[config.mk]
export PLATFORM = sky130hd
export DESIGN_NAME = ram_arbiter
export DESIGN_NICKNAME = d
export VERILOG_FILES = /design/src/rtl/ram_arbiter_pkg.sv /design/src/rtl/ram_arb_pick.sv /design/src/rtl/ram_arbiter.sv
export SDC_FILE = /design/constraint.sdc
export NUM_CORES = 1
export LEC_CHECK = 0
export ABC_CLOCK_PERIOD_IN_PS = 1600
export CAP_MARGIN = 20
export CORE_ASPECT_RATIO = 1.75
export CORE_MARGIN = 1
export CORE_UTILIZATION = 32
export DETAILED_ROUTE_END_ITERATION = 7
export PLACE_DENSITY = 0.76
export SLEW_MARGIN = 20
export SYNTH_ARGS = -nofsm -noshare
export SYNTH_HDL_FRONTEND = slang
export SYNTH_SLANG_ARGS = --single-unit
[constraint.sdc]
create_clock -name clk -period 1.6 [get_ports clk]
set_input_delay 0.16 -clock clk [delete_from_list [all_inputs] [get_ports clk]]
set_output_delay 0.16 -clock clk [all_outputs]
set_load 0.05 [all_outputs]
[src/rtl/ram_arbiter_pkg.sv]
// Shared definitions for the two-master RAM arbiter control path.
package ram_arbiter_pkg;

  localparam int unsigned RD_LAT_DEF     = 1;
  localparam int unsigned MAX_STREAK_DEF = 4;

  typedef enum logic [1:0] {
    ST_IDLE      = 2'd0,
    ST_ACCESS    = 2'd1,
    ST_READ_WAIT = 2'd2
  } state_e;

  typedef enum logic {
    OWN_CPU = 1'b0,
    OWN_LDR = 1'b1
  } owner_e;

  // Bits needed to hold values 0..n-1 (never narrower than one bit).
  function automatic int unsigned cnt_width(input int unsigned n);
    return (n < 2) ? 1 : $clog2(n);
  endfunction

endpackage

[src/rtl/ram_arb_pick.sv]
// Winner selection between CPU and loader, with the CPU streak counter
// that forces a loader win after MAX_STREAK back-to-back CPU wins.
module ram_arb_pick
  import ram_arbiter_pkg::*;
#(
  parameter int unsigned MAX_STREAK = MAX_STREAK_DEF
) (
  input  logic   clk,
  input  logic   rst,
  input  logic   i_arb,
  input  logic   i_c_req,
  input  logic   i_d_req,
  output logic   o_win_c,
  output owner_e o_owner_c
);

  localparam int unsigned SW = cnt_width(MAX_STREAK + 1);

  logic [SW-1:0] r_streak;
  logic          w_at_max;

  assign w_at_max  = (r_streak == SW'(MAX_STREAK));
  assign o_win_c   = i_c_req | i_d_req;
  assign o_owner_c = (i_d_req && (!i_c_req || w_at_max)) ? OWN_LDR : OWN_CPU;

  // Streak tracks CPU wins taken while the loader was waiting.
  always_ff @(posedge clk or negedge rst) begin
    if (!rst) begin
      r_streak <= '0;
    end else if (i_arb) begin
      if (!i_d_req || (o_owner_c == OWN_LDR)) begin
        r_streak <= '0;
      end else if (!w_at_max) begin
        r_streak <= r_streak + SW'(1);
      end
    end
  end

endmodule

[src/rtl/ram_arbiter.sv]
// Two-master (CPU / loader) arbiter in front of a single-port synchronous RAM.
module ram_arbiter
  import ram_arbiter_pkg::*;
#(
  parameter int unsigned DW         = 16,
  parameter int unsigned AW         = 16,
  parameter int unsigned RD_LAT     = RD_LAT_DEF,
  parameter int unsigned MAX_STREAK = MAX_STREAK_DEF
) (
  input  logic          clk,
  input  logic          rst,
  input  logic          c_req,
  input  logic          c_we,
  input  logic [AW-1:0] c_addr,
  input  logic [DW-1:0] c_wdata,
  output logic          c_gnt,
  output logic          c_rvalid,
  input  logic          d_req,
  input  logic          d_we,
  input  logic [AW-1:0] d_addr,
  input  logic [DW-1:0] d_wdata,
  output logic          d_gnt,
  output logic          d_rvalid,
  output logic [DW-1:0] rdata,
  output logic          ram_en,
  output logic          ram_wr,
  output logic [AW-1:0] ram_addr,
  output logic [DW-1:0] ram_wdata,
  input  logic [DW-1:0] ram_rdata,
  output logic          busy
);

  localparam int unsigned CW = cnt_width(RD_LAT);

  state_e        r_state, w_state_nxt;
  owner_e        r_owner;
  logic          r_we;
  logic [AW-1:0] r_addr;
  logic [DW-1:0] r_wdata;
  logic [CW-1:0] r_cnt, w_cnt_nxt;
  logic          r_c_gnt, r_d_gnt, r_c_rvalid, r_d_rvalid, r_ram_en, r_ram_wr, r_busy;
  logic          w_c_gnt_nxt, w_d_gnt_nxt, w_c_rv_nxt, w_d_rv_nxt, w_en_nxt, w_wr_nxt;
  logic          w_rv_last, w_latch, w_arb, w_win_c;
  owner_e        w_owner_c;
  logic          w_sel_we;
  logic [AW-1:0] w_sel_addr;
  logic [DW-1:0] w_sel_wdata;

  assign w_arb       = (r_state == ST_IDLE);
  assign w_sel_we    = (w_owner_c == OWN_LDR) ? d_we    : c_we;
  assign w_sel_addr  = (w_owner_c == OWN_LDR) ? d_addr  : c_addr;
  assign w_sel_wdata = (w_owner_c == OWN_LDR) ? d_wdata : c_wdata;

  ram_arb_pick #(
    .MAX_STREAK (MAX_STREAK)
  ) u_pick (
    .clk       (clk),
    .rst       (rst),
    .i_arb     (w_arb),
    .i_c_req   (c_req),
    .i_d_req   (d_req),
    .o_win_c   (w_win_c),
    .o_owner_c (w_owner_c)
  );

  // Next state plus next values of the registered outputs.
  always_comb begin
    w_state_nxt = r_state;
    w_cnt_nxt   = r_cnt;
    w_latch     = 1'b0;
    w_rv_last   = 1'b0;
    w_c_gnt_nxt = 1'b0;
    w_d_gnt_nxt = 1'b0;
    w_en_nxt    = 1'b0;
    w_wr_nxt    = 1'b0;
    unique case (r_state)
      ST_IDLE: begin
        if (w_win_c) begin
          w_latch     = 1'b1;
          w_state_nxt = ST_ACCESS;
          w_en_nxt    = 1'b1;
          w_wr_nxt    = w_sel_we;
          w_c_gnt_nxt = (w_owner_c == OWN_CPU);
          w_d_gnt_nxt = (w_owner_c == OWN_LDR);
        end
      end
      ST_ACCESS: begin
        if (r_we) begin
          w_state_nxt = ST_IDLE;
        end else begin
          w_state_nxt = ST_READ_WAIT;
          w_cnt_nxt   = '0;
          w_rv_last   = (RD_LAT <= 1);
        end
      end
      ST_READ_WAIT: begin
        if (r_cnt == CW'(RD_LAT - 1)) begin
          w_state_nxt = ST_IDLE;
        end else begin
          w_cnt_nxt = r_cnt + CW'(1);
          w_rv_last = (w_cnt_nxt == CW'(RD_LAT - 1));
        end
      end
      default: w_state_nxt = ST_IDLE;
    endcase
    w_c_rv_nxt = w_rv_last && (r_owner == OWN_CPU);
    w_d_rv_nxt = w_rv_last && (r_owner == OWN_LDR);
  end

  // State, read-wait counter and registered outputs.
  always_ff @(posedge clk or negedge rst) begin
    if (!rst) begin
      r_state    <= ST_IDLE;
      r_cnt      <= '0;
      r_c_gnt    <= 1'b0;
      r_d_gnt    <= 1'b0;
      r_c_rvalid <= 1'b0;
      r_d_rvalid <= 1'b0;
      r_ram_en   <= 1'b0;
      r_ram_wr   <= 1'b0;
      r_busy     <= 1'b0;
    end else begin
      r_state    <= w_state_nxt;
      r_cnt      <= w_cnt_nxt;
      r_c_gnt    <= w_c_gnt_nxt;
      r_d_gnt    <= w_d_gnt_nxt;
      r_c_rvalid <= w_c_rv_nxt;
      r_d_rvalid <= w_d_rv_nxt;
      r_ram_en   <= w_en_nxt;
      r_ram_wr   <= w_wr_nxt;
      r_busy     <= (w_state_nxt != ST_IDLE);
    end
  end

  // Winner's request is captured at the arbitration edge and held until the next win.
  always_ff @(posedge clk or negedge rst) begin
    if (!rst) begin
      r_owner <= OWN_CPU;
      r_we    <= 1'b0;
      r_addr  <= '0;
      r_wdata <= '0;
    end else if (w_latch) begin
      r_owner <= w_owner_c;
      r_we    <= w_sel_we;
      r_addr  <= w_sel_addr;
      r_wdata <= w_sel_wdata;
    end
  end

  assign c_gnt     = r_c_gnt;
  assign d_gnt     = r_d_gnt;
  assign c_rvalid  = r_c_rvalid;
  assign d_rvalid  = r_d_rvalid;
  assign ram_en    = r_ram_en;
  assign ram_wr    = r_ram_wr;
  assign ram_addr  = r_addr;
  assign ram_wdata = r_wdata;
  assign busy      = r_busy;
  assign rdata     = ram_rdata;

endmodule

# Word level (Yosys, flattened, before mapping)
# Cells that the tools add are included.
[totals] register_bits=47 elab_cells=61 inputBits=86
[op_classes] bitwise=4 eq_ne=5 n_mux=24 n_reduce_logical=12 n_addsub=2
[ops] cell="16-bit two-way mux" n=2
[ops] cell="1-bit two-way mux" n=14
[ops] cell="2-bit two-way mux" n=3
[ops] cell="3-bit two-way mux" n=2
[ops] cell="2-bit case mux with 3 select lines" n=1
[ops] cell="2-bit != test, second input constant" n=2
[ops] cell="1-bit case mux with 2 select lines" n=2
[ops] cell="2-bit AND reduction" n=2
[ops] cell="2-bit nonzero test" n=2
[ops] cell="3-bit by 1-bit adder with 3-bit output, second input constant" n=1
[ops] cell="3-bit equality test, second input constant" n=1
[ops] cell="1-bit logical AND" n=3
[ops] cell="1-bit inverter" n=3
[ops] cell="2-bit by 1-bit equality test with 1-bit output, second input constant" n=1
[ops] cell="2-bit equality test, second input constant" n=1
[ops] cell="1-bit logical NOT" n=2
[ops] cell="2-bit logical NOT" n=1
[ops] cell="1-bit logical OR" n=2
[ops] cell="1-bit adder, second input constant" n=1
[ops] cell="1-bit bitwise OR" n=1

# Longest topological paths before layout
# Gate-level depths: netlist (run 1).
[logic_depth] ltp_word=7 mapped_depth=7 mapped_depth_nobuf=6

# Modules after synthesis
# A second synthesis (run 1) with hierarchy kept.
[hier_totals] hier_cells=167 hier_area_um2=2421.1
[by_module_without_submodules] module="ram_arbiter" area_each_um2=2217.1 cells_each=147 instances=1
[by_module_without_submodules] module="ram_arb_pick" area_each_um2=203.9 cells_each=20 instances=1

# Worst setup path after synthesis (run 1)
# No wires, ideal clock.
[synth_path] path_kind="flip-flop to flip-flop" from="register u_pick.r_streak[0]" to="register r_addr[0] (netlist: ram_addr[0])" synth_period_minus_slack_ns=1.683 t_arrival_ns=1.557 setup_ns=0.126 path_slack_ns=-0.083 n_path_buf=2 path_stages_with_launch=8 path_cell_list="dfrtp_1 > inv_1 > ha_1 > a21bo_2 > and3_1 > buf_2 > buf_6 > a221o_1"
[synth_between] elab_chain_len=5
[synth_rtl] element="from (decl)" line="ram_arb_pick.sv:19" text="logic [SW-1:0] r_streak;"
[synth_rtl] element="from (signal assigned)" line="ram_arb_pick.sv:34" text="r_streak <= r_streak + SW'(1);"
[synth_rtl] element="3-bit equality test" line="ram_arb_pick.sv:22" text="assign w_at_max = (r_streak == SW'(MAX_STREAK));"
[synth_rtl] element="1-bit logical OR" line="ram_arb_pick.sv:24" text="assign o_owner_c = (i_d_req && (!i_c_req || w_at_max)) ? OWN_LDR : OWN_CPU;"
[synth_rtl] element="1-bit logical AND" line="ram_arb_pick.sv:24"
[synth_rtl] element="1-bit two-way mux" line="ram_arb_pick.sv:24"
[synth_rtl] element="16-bit two-way mux" line="ram_arbiter.sv:51" text="assign w_sel_addr = (w_owner_c == OWN_LDR) ? d_addr : c_addr;"
[synth_rtl] element="to (signal assigned)" line="ram_arbiter.sv:145" text="r_addr <= w_sel_addr;"
[synth_rtl] element="to (decl)" line="ram_arbiter.sv:38" text="logic [AW-1:0] r_addr;"
# No other way between the ends.
# A chain may end at the register's enable or synchronous reset.

# Final worst setup path (run 1)
[layout_path] from="register u_pick.r_streak[0]" to="register r_addr[8] (netlist: ram_addr[8])"
# Same word-level chain as after synthesis.

==> results of run 1 <==
## sequential cells by signal, indices dropped and copies added (netlist names), 2 cells and up
signal           count
ram_addr            16
u_pick.r_streak      3
r_state              2
ram_wdata           16
## path summary, 6_finish.rpt
check,start,to,slack [ps]
worst max-delay path,u_pick.r_streak[0],ram_addr[8],60
worst min-delay path,ram_rdata[12],rdata[12],320
worst max register to register,u_pick.r_streak[0],ram_addr[8],60
worst min register to register,r_owner,c_rvalid,460
max in group asynchronous,rst,ram_wdata[5],730
min in group asynchronous,rst,ram_addr[2],370
## per-stage QoR
step / worst slack [ps] / instances / utilization / hold WS (ps)
floorplan: -5.53 / 182 / - / -136
finish: 57.5 / 370 / 0.532 / 320
CTS: 11.6 / 366 / 0.523 / 320
global route: -4.00 / 370 / 0.532 / 320
global placement: -60.7 / 357 / 0.492 / 137
detailed placement: -97.3 / 357 / 0.492 / 148
## logic make-up (layout without fill, tap and decap cells)
| family | after synthesis | after routing | share of synthesized area |
|---|---|---|---|
| AOI/OAI and AO/OA | 49 | 49 | 0.199 |
| muxes | 1 | 1 | 0.00527 |
| buffers and inverters | 35 | 138 | 0.104 |
| adders and majority gates | 5 | 5 | 0.0293 |
| DFF | 46 | 46 | 0.539 |
| and+or+nand+nor | 46 | 49 | 0.124 |
## per-layer routing
| metal | GRT usage | vias to the layer above |
|---|---|---|
| met5 | 0 | - |
| met4 | 0.0584 | 0 |
| met3 | 0.0278 | 8 |
| met2 | 0.283 | 73 |
| met1 | 0.220 | 912 |
| li1 | - | 861 |
## cells in the mapped netlist (2+ instances only)
cell | instances | area, um2
a21boi_0 | 2 | 15.0
a21oi_1 | 3 | 15.0
a221o_1 | 31 | 310
a31oi_1 | 3 | 18.8
and2_1 | 31 | 194
buf_2 | 6 | 30.0
buf_4 | 16 | 120
buf_6 | 3 | 33.8
clkbuf_1 | 3 | 11.3
dfrtp_1 | 46 | 1150
ha_1 | 5 | 62.6
inv_1 | 7 | 26.3
nand2_1 | 5 | 18.8
nand3_1 | 2 | 10.0
nor2_1 | 3 | 11.3
o21ai_0 | 3 | 15.0
o22ai_1 | 2 | 12.5
## area by class of cell
cell class,instances,area (um2),share of cell area
sequential,46,1150,0.334
timing repair buffer,124,1140,0.330
multi-input combinational,104,863,0.250
clock buffer,6,139,0.0402
tap,82,103,0.0297
clock inverter,1,30.0,0.00870
inverter,7,26.3,0.00761
## cells in the final DEF, fill, tap and decap left out, types with 2 or more instances in the layout
| master | n |
|---|---|
| and2_1 | 30 |
| ha_1 | 3 |
| clkbuf_16 | 5 |
| and3_4 | 4 |
| ha_4 | 2 |
| a221o_1 | 31 |
| o22ai_1 | 2 |
| inv_2 | 4 |
| o21ai_0 | 3 |
| buf_12 | 3 |
| inv_1 | 3 |
| dfrtp_1 | 46 |
| nor2_1 | 3 |
| nand3_1 | 2 |
| a31oi_1 | 2 |
| nand2_1 | 5 |
| a21oi_1 | 3 |
| clkdlybuf4s50_1 | 68 |
| a21boi_0 | 2 |
| buf_4 | 51 |
## where the power goes
part           internal (mW)  switching, mW
sequential              1.69          0.285
clock                  0.770          0.406
combinational           1.68           2.65
## what timing repair did
action                                 in CTS  in global routing
pin swaps                                   0                  2
resized for setup                           3                  8
setup endpoints to repair                  13                 31
endpoints found under the hold margin      17                  0
cloned                                      1                  2
buffers inserted                            0                  2
hold buffers                                1                  0
==> impl_metrics.ini, run 1 <==
[global_routing]
gr-total-overflow = 0
antenna_found_initial = 0
grt_pass1_vias = 1830
grt_first_pass_wirelength_um = 9120
grt_max_degree = 33
grt_usage = 0.169

[yosys]
syn_avg_cell_area_um2 = 11.7
synth_seq_area_share = 0.539
ys_warn_count = 0
synth_area_um2 = 2140
ys_ff_latch = 46
synth-main-ff-cell = dfrtp_1
synth_edf_count = 0
postSynthCellCount = 182
synth-async-reset-ratio = 1.00
ys_types = 28
synthesis.nets = 273

[placed_design]
place_area_um2 = 3190
hpwl_um = 4040
port_buffers = 108
place_congestion = 0.682

[sta]
setup_tns_ps = 0
skew_ps = 4.76
rsz0062_at_grt = yes
max-slew-margin-rel = 0.685
worstMarginPinSlew_ps = 473
fmax_mhz = 648
finalSetupViolCount = 0
fin_crit_ps = 1540
period_share = 0.964
hold_viol = 0
slew_viol_final = 0

[routing]
wl_met2_um = 3200
via_per_inst = 5.01
dr_wl_met3_um = 294
routedWlPerCell_um = 16.3
drc = 0
antenna_left = 0
wl_met1_um = 2500
top_layer_used = met4
vias = 1854
wirelength_um = 6040
drt_iter0_drc = 117
drtPass1Iterations = 4

[layout]
final_nets = 379
antenna_cells = 0
fillCellCount = 583
syn_to_final_growth_pct = 61.5
drive_gt1_frac = 0.267
final_area_um2 = 3450

[flow_run]
maxCapViolations = 0

[setup_path]
worst_ep_required_time_ps = 1750
worstSetupPathType = flop to flop
path_buf_inv = 1
cp.arrival_ps = 1700
cp-end-kind = flop
critPathMaxStageDelay_ps = 370
crit_family = compound AO/OA/AOI/OAI gates
cp_slowest_cell = a221o_1
worst_setup_path_start_kind = flop
critPathMaxFanout = 9
path_depth = 5
r2r_cells = 5
path_cells = inv_2, ha_4, a21bo_4, and3_4, a221o_1

[cts]
clock-sinks = 46
cts_buffers = 5
cts_tree = done
clockBufferDepth = 2
clk_latency_ps = 280
cts.reportedPaths.clkPinSlew_ps = 60
root_buffer = clkbuf_16
h-tree-depth = 2

[power]
p_leak_nw = 1.55
total_power_mw = 7.47
p_per_area_nw_per_um2 = 2170
vdd_drop_max_mv = 1.10

[die]
core_um2 = 6490
rows = 39
die_w_um = 63.8
start_util = 0.329
die-area_um2 = 7020
pin_count = 141
die_height_um = 110

[min_path]
hold_path_depth = 0
hp-class = input port to output port

[status]
status = complete, no violations
Note: power is estimated with default switching activity, not from simulation.
==> inputs of run 2 (changes only) <==
Settings changed: ABC_CLOCK_PERIOD_IN_PS 1600 to 1900, CORE_UTILIZATION 32 to 39, GPL_ROUTABILITY_DRIVEN from default to 0, PLACE_DENSITY 0.76 to 0.86.
Clock period 1.6 ns to 1.9 ns, I/O delays scaled along.
==> run 2 against run 1 <==
  * The run now ends with design-rule violations left
  * Die area shrank 18%
  * Total power shrank 22%
  * Maximum frequency shrank 12%
  * Combinational power shrank 18%
  * Critical path depth grew 1
  * Routed wire length shrank 9.8%
  * Register-to-register slack gained 80 ps
  * Largest power group unchanged
  * Flip-flop and latch count is the same
  * Sequential share of layout area grew 1.7 points
  * Worst setup slack gained 83 ps
  * Global-route usage grew 2.7 points
  * Non-clock buffer count shrank 7
==> impl_metrics.ini, run 2 (same netlist as run 1, synthesis figures left out) <==
[setup_path]
worst_setup_path_start_kind = flop
critPathMaxStageDelay_ps = 370
worst_ep_required_time_ps = 2070
cp.arrival_ps = 1930
path_cells = inv_1, ha_1, a21bo_2, and3_1, buf_12, a221o_1
path_buf_inv = 2
critPathMaxFanout = 33
cp_slowest_cell = dfrtp_1
cp-end-kind = flop
crit_family = compound AO/OA/AOI/OAI gates
worstSetupPathType = flop to flop

[layout]
antenna_cells = 0
drive_gt1_frac = 0.0717
final_area_um2 = 3280
syn_to_final_growth_pct = 53.6
final_nets = 369
final_cell_mix = clkdlybuf4s50_1 (107), dfrtp_1 (46), and2_1 (31), a221o_1 (31), inv_1 (7)
stdcell_count = 334
final_common_cell = clkdlybuf4s50_1

[die]
core_um2 = 5260
die-area_um2 = 5790
pin_count = 141
die_height_um = 99.9
rows = 35
die_w_um = 58.0
start_util = 0.407

[sta]
rsz0062_at_grt = no
fmax_mhz = 568
skew_ps = 4.03
fin_crit_ps = 1760
slew_viol_final = 0
period_share = 0.926
hold_ws_ps = 380
setup_tns_ps = 0
hold_viol = 0
max-slew-margin-rel = 0.612
finalSetupViolCount = 0
worstMarginPinSlew_ps = 583

[global_routing]
grt_pass1_vias = 1849
gr-total-overflow = 0
grt_usage = 0.196
antenna_found_initial = 0
grt_max_degree = 47
grt_first_pass_wirelength_um = 8840

[routing]
drtPass1Iterations = 7
antenna_left = 0
routedWlPerCell_um = 16.3
vias = 1769
drt_iter0_drc = 97
wirelength_um = 5450
via_per_inst = 5.30
drc = 9

[cts]
cts_buffers = 5
post_cts_buffers = 0
clk_latency_ps = 290
cts-resized-gates = 0
root_buffer = clkbuf_8
clock-sinks = 46
cts.reportedPaths.clkPinSlew_ps = 80
cts_hold_buf = 1
h-tree-depth = 2
cts_tree = done
clockBufferDepth = 2

[placed_design]
post-place-cells = 325
hpwl_um = 3830
port_buffers = 108
place_area_um2 = 3180

[status]
status = complete, but fails checks
violations = design-rule violations

[flow_run]
maxCapViolations = 0

[power]
p_per_area_nw_per_um2 = 1760
vdd_drop_max_mv = 0.877
p_leak_nw = 1.41

[min_path]
hp-class = input port to output port
-- run 2: changes by cell type in the layout (fill, tap and decap cells not counted), sizes merged --
cell,delta
buf,-46
clkdlybuf4s50,+39
and3,-3
bufinv,-1
clkbuf,+1
clkinv,+1
-- run 2: stage by stage --
| step | setup WS (ps) | total power, mW | util |
|---|---|---|---|
| floorplan | 217 | 4.04 | - |
| global placement | 154 | 5.13 | 0.605 |
| detailed placement | 138 | 5.20 | 0.605 |
| CTS | 140 | 5.84 | 0.625 |
| global route | 56.6 | 6.12 | 0.625 |
| finish | 141 | 5.79 | 0.625 |
-- run 2: final cells by class --
class | instances | area (um2)
clock buffer | 7 | 86.3
clock inverter | 1 | 5.00
fill | 431 | 1970
inverter | 7 | 26.3
multi-input combinational | 101 | 774
sequential | 46 | 1150
tap | 55 | 68.8
timing repair buffer | 117 | 1170
-- run 2: report_power, final --
group	internal (mW)	leakage, nW	total, mW	switching [mW]
clock	0.294	0.0482	0.610	0.316
combinational	1.40	0.783	3.54	2.14
sequential	1.42	0.575	1.64	0.224
-- run 2: worst paths after layout --
path | start | end | slack, ps | depth (start not counted)
setup / recovery | u_pick.r_streak[0] | ram_wdata[5] | 140 | 6
hold / removal | ram_rdata[14] | rdata[14] | 380 | 0
setup reg to reg | u_pick.r_streak[0] | ram_wdata[5] | 140 | 6
hold reg to reg | r_owner | c_rvalid | 450 | 1
max in group asynchronous | rst | ram_wdata[8] | 990 | 3
min in group asynchronous | rst | ram_addr[3] | 520 | 3
-- run 2: routing by layer --
metal  wire [um]  vias up  global-route usage  part of all wire
met2        2750       76               0.333              0.50
met3         368       12              0.0412             0.067
li1            -      837                   -                 -
met4          97        0              0.0549             0.018
met5           0        -                   0                 0
met1        2240      844               0.247              0.41
==> RTL edit 1: new RTL, settings of run 2 <==
Re-encode `state_e` (3 states) as one-hot, 3 bits wide.
--- a/src/rtl/ram_arbiter_pkg.sv
+++ b/src/rtl/ram_arbiter_pkg.sv
@@ -6,6 +6,6 @@
 
-  typedef enum logic [1:0] {
-    ST_IDLE      = 2'd0,
-    ST_ACCESS    = 2'd1,
-    ST_READ_WAIT = 2'd2
+  typedef enum logic [2:0] {
+    ST_IDLE      = 3'b001,
+    ST_ACCESS    = 3'b010,
+    ST_READ_WAIT = 3'b100
   } state_e;
Check against the original RTL: no difference found for any inputs over 10 cycles, from zero or initial values and one cycle with rst low; not proved beyond that.
==> RTL edit 1 against run 2 <==
Total power grew 6.7%. Critical path depth down 2. Wire length rose by 8.0%. Design area increased by 4.3%. Synthesized area up 2.4%. Non-clock buffer count rose by 6. First-iteration DRC count shrank 42%. Count of clock-buffer cells in the layout decreased by 1. Clock skew rose by 0.0032 ns. Worst setup slack worse by 0.043 ns. Sequential cell count increased by 1. Fmax down 2.4%.
==> RTL edit 1: results (changes against run 2) <==
* Htree depth at 2 (unchanged)
* Leakage power at 1.450 nW (was 1.406 nW)
* Fillcell total at 451 (was 431)
* Num CTS Buffers at 5 (unchanged)
* First-pass GRT wire length at 9232 um (was 8838 um)
* Hold Slack at 0.3800 ns (unchanged)
* Hold Path Class: primary input to output port (unchanged)
* Number of endpoints failing setup at the final stage at 0 (unchanged)
* FFs w/ async S/R, synth at 100.0% (unchanged)
* Worst-path fanout max at 15 (was 33)
* Synth cell count leaders: dfrtp_1 (46), a221o_1 (32), o21a_1 (32) (was dfrtp_1 (46), a221o_1 (31), and2_1 (31))
* Via count at 1,880 (was 1,769)
* Clock Path Buffers at 2 (unchanged)
* Layout cells sized above 1 at 9.677% (was 7.168%)
* HPWL after DPL at 4386 um (was 3830 um)
* DRT Pass-1 Iters at 4 (was 7)
* R2R cell count at 4 (was 6)
* Root Driver: clkbuf_8 (unchanged)
* DRT Wirelength at 5888 um (was 5452 um)
* # nets final at 366 (was 369)
* Leading post-synthesis cells by cell area: dfrtp_1 (53%), a221o_1 (15%), o21a_1 (11%) (was dfrtp_1 (54%), a221o_1 (15%), and2_1 (9.1%))
* Tot GR Track Use at 20.94% (was 19.57%)
* Synth unique cells at 32 (was 28)
* Post-synthesis sequential area ratio at 53.80% (was 53.86%)
* Arr. time, crit path at 1.99 ns (was 1.93 ns)
* Peak VDD IR at 0.9057 mV (was 0.8770 mV)
* # port buffers at 108 (unchanged)
* Syn_nets at 267 (was 273)
* Initial DRC count at 56 (was 97)
* Vias in the first global route at 1,953 (was 1,849)
* Max-slew headroom at 40.25% (was 61.16%)
* DP Area at 3281 um2 (was 3182 um2)
* Status: completed (was finished with violations)
* Largest net degree at the start of global routing at 48 (was 47)
* Clock-pin slew on the worst setup and hold paths at 0.09 ns
* Slack of the worst reg-to-reg path at 0.1 ns (was 0.14 ns)
* Setup Skew at 0.007254 ns (was 0.004034 ns)
RTL edit 1: metal layers:
metal | vias to the layer above | share of wire, % | global-route usage (%)
li1 | 856 | - | -
met5 | - | 0 | 0
met4 | 0 | 7.2 | 16.30
met2 | 78 | 51 | 33.60
met1 | 913 | 38 | 24.03
met3 | 33 | 4.1 | 3.851
RTL edit 1: worst paths after layout:
| check | endpoint | start |
|---|---|---|
| worst max-delay path | ram_wdata[0] | r_state[0] |
| worst min-delay path | rdata[0] | ram_rdata[0] |
| worst max register to register | ram_wdata[0] | r_state[0] |
| worst min register to register | c_rvalid | r_owner |
| max in group asynchronous | r_state[0] | rst |
| min in group asynchronous | c_rvalid | rst |
RTL edit 1: metrics by stage:
step	cells	worst slack, ns	util (%)
after detailed placement	344	0.1225	61.41
after floorplan	179	0.1912	-
after global routing	353	0.04466	64.07
after CTS	353	0.08776	64.07
after global placement	344	0.1670	61.41
final	353	0.09805	64.07
RTL edit 1: final cells by class:
class,instances,area (um2),area share (%)
tap,74,92.59,2.705
sequential,47,1177,34.39
inverter,5,18.77,0.5482
clock buffer,6,72.57,2.120
timing repair buffer,123,1216,35.53
clock inverter,2,60.06,1.754
multi-input combinational,96,785.8,22.95
RTL edit 1: kinds of logic (layout without fill, tap and decap cells):
family	count (synthesis)	after routing	synth area share (%)
AOI/OAI and AO/OA	76	76	29.22
adders and majority gates	2	2	1.143
buffers and inverters	36	136	10.41
DFF	47	47	53.80
and+or+nand+nor	18	18	5.433
RTL edit 1: report_power, final:
part           internal, mW  switching (mW)
logic                  1.47            2.17
clock network         0.526           0.333
registers              1.44           0.243
total                  3.44            2.74
RTL edit 1: what timing repair did:
item                      4_1_cts  5_1_grt
gates resized for setup         0        0
hold buffers                    1        0
setup buffers                   0        0
hold endpoints to repair       46        0
RTL edit 1: worst max-delay path, stage by stage (launching register included):
cell and delay (ns):
dfstp_2 0.54, or3b_1 0.45, buf_4 0.24, o21a_1 0.20, a221o_1 0.26
==> RTL edit 2: new RTL, flow settings as in run 2 <==
Without the edit above. Set the parameter `DW` to 24 (it was 16).
--- a/src/rtl/ram_arbiter.sv
+++ b/src/rtl/ram_arbiter.sv
@@ -4,3 +4,3 @@
 #(
-  parameter int unsigned DW         = 16,
+  parameter int unsigned DW         = 24,
   parameter int unsigned AW         = 16,
Interface: changed (5 resized); port bits go from 141 to 181. The function was not compared with the original's and may differ.
==> RTL edit 2 against run 2 <==
Via count rose by 52%. Worst setup slack improved by 0.011 ns. Sequential cell count rose by 8. Wire length rose by 52%. Synthesized area rose by 30%. Synthesized cell count rose by 65%. Total power rose by 24%. Fmax rose by 0.64%. Clock skew rose by 0.0014 ns. Design area rose by 26%.
==> RTL edit 2: results (changes against run 2) <==
* Comb_multi_in at 189 (was 101)
* Multi-input gate area at 1099 um2 (was 774.5 um2)
* DP Area at 3991 um2 (was 3182 um2)
* Initial DRC count at 254 (was 97)
* Post-route cell area at 4151 um2 (was 3283 um2)
* Non-clk bufs at 145 (was 117)
* Tot GR Track Use at 23.05% (was 19.57%)
* Core Area at 6857 um2 (was 5255 um2)
* WL met2 at 4589 um (was 2749 um)
* Cells after synthesis at 300 (was 182)
* Drt via density at 5.545 (was 5.296)
* Leading post-synthesis cells by cell area: dfrtp_1 (49%), nand2_1 (11%), o211ai_1 (11%) (was dfrtp_1 (54%), a221o_1 (15%), and2_1 (9.1%))
* Synth unique cells at 31 (was 28)
* Root Driver: clkbuf_16 (was clkbuf_8)
* WL/cell at 17.10 um (was 16.32 um)
* Layout cells sized above 1 at 6.468% (was 7.168%)
* Metal1 wirelength at 2832 um (was 2236 um)
* DRT Pass-1 Iters at 6 (was 7)
* Max incr delay on CP at 0.40 ns (was 0.37 ns)
* Peak VDD IR at 0.9553 mV (was 0.8770 mV)
* Met3 Use GR at 3.400% (was 4.124%)
* Met1 Track Usage GR at 23.94% (was 24.73%)
* Syn_nets at 415 (was 273)
* Status: completed (was finished with violations)
* Largest net degree at the start of global routing at 40 (was 47)
* # nets final at 516 (was 369)
* Vias in the first global route at 2,797 (was 1,849)
* Placed insts at 477 (was 325)
* Setup WS pre-CTS at 0.06237 ns (was 0.1382 ns)
* Cell Rows at 40 (was 35)
* Fraction of area in non-clock buffers at 34.30% (was 35.67%)
* First-pass GRT wire length at 13,210 um (was 8838 um)
* Seq_cells at 54 (was 46)
* Final clock-cell share at 3.556% (was 2.782%)
* Synth cell count leaders: nand2_1 (78), dfrtp_1 (54), nand4_1 (40) (was dfrtp_1 (46), a221o_1 (31), and2_1 (31))
* Inverters at 6 (was 7)
-- RTL edit 2: final timing paths --
check	from	endpoint	slack, ns	cells after the start
worst max-delay path	r_state[0]	ram_addr[10]	0.15	6
min in group asynchronous	rst	ram_addr[13]	0.45	2
max in group asynchronous	rst	ram_addr[0]	0.86	3
worst max register to register	r_state[0]	ram_addr[10]	0.15	6
worst min register to register	r_owner	c_rvalid	0.47	1
worst min-delay path	d_req	u_pick.r_streak[1]	0.31	3
-- RTL edit 2: cells by family (layout without fill, tap and decap cells) --
family	count (synthesis)	count (layout)	share of synthesized area [%]
flip-flops	54	54	48.80
AND/OR/NAND/NOR	130	130	22.32
adder cells (fa/ha/maj)	5	5	2.259
buffers and inverters	57	159	11.88
AO/OA/AOI/OAI	54	54	14.73
-- RTL edit 2: where the power goes --
part | total [mW] | switching (mW) | internal, mW
sequential | 1.96 | 0.285 | 1.68
clock | 0.913 | 0.389 | 0.523
combinational | 4.32 | 2.85 | 1.47
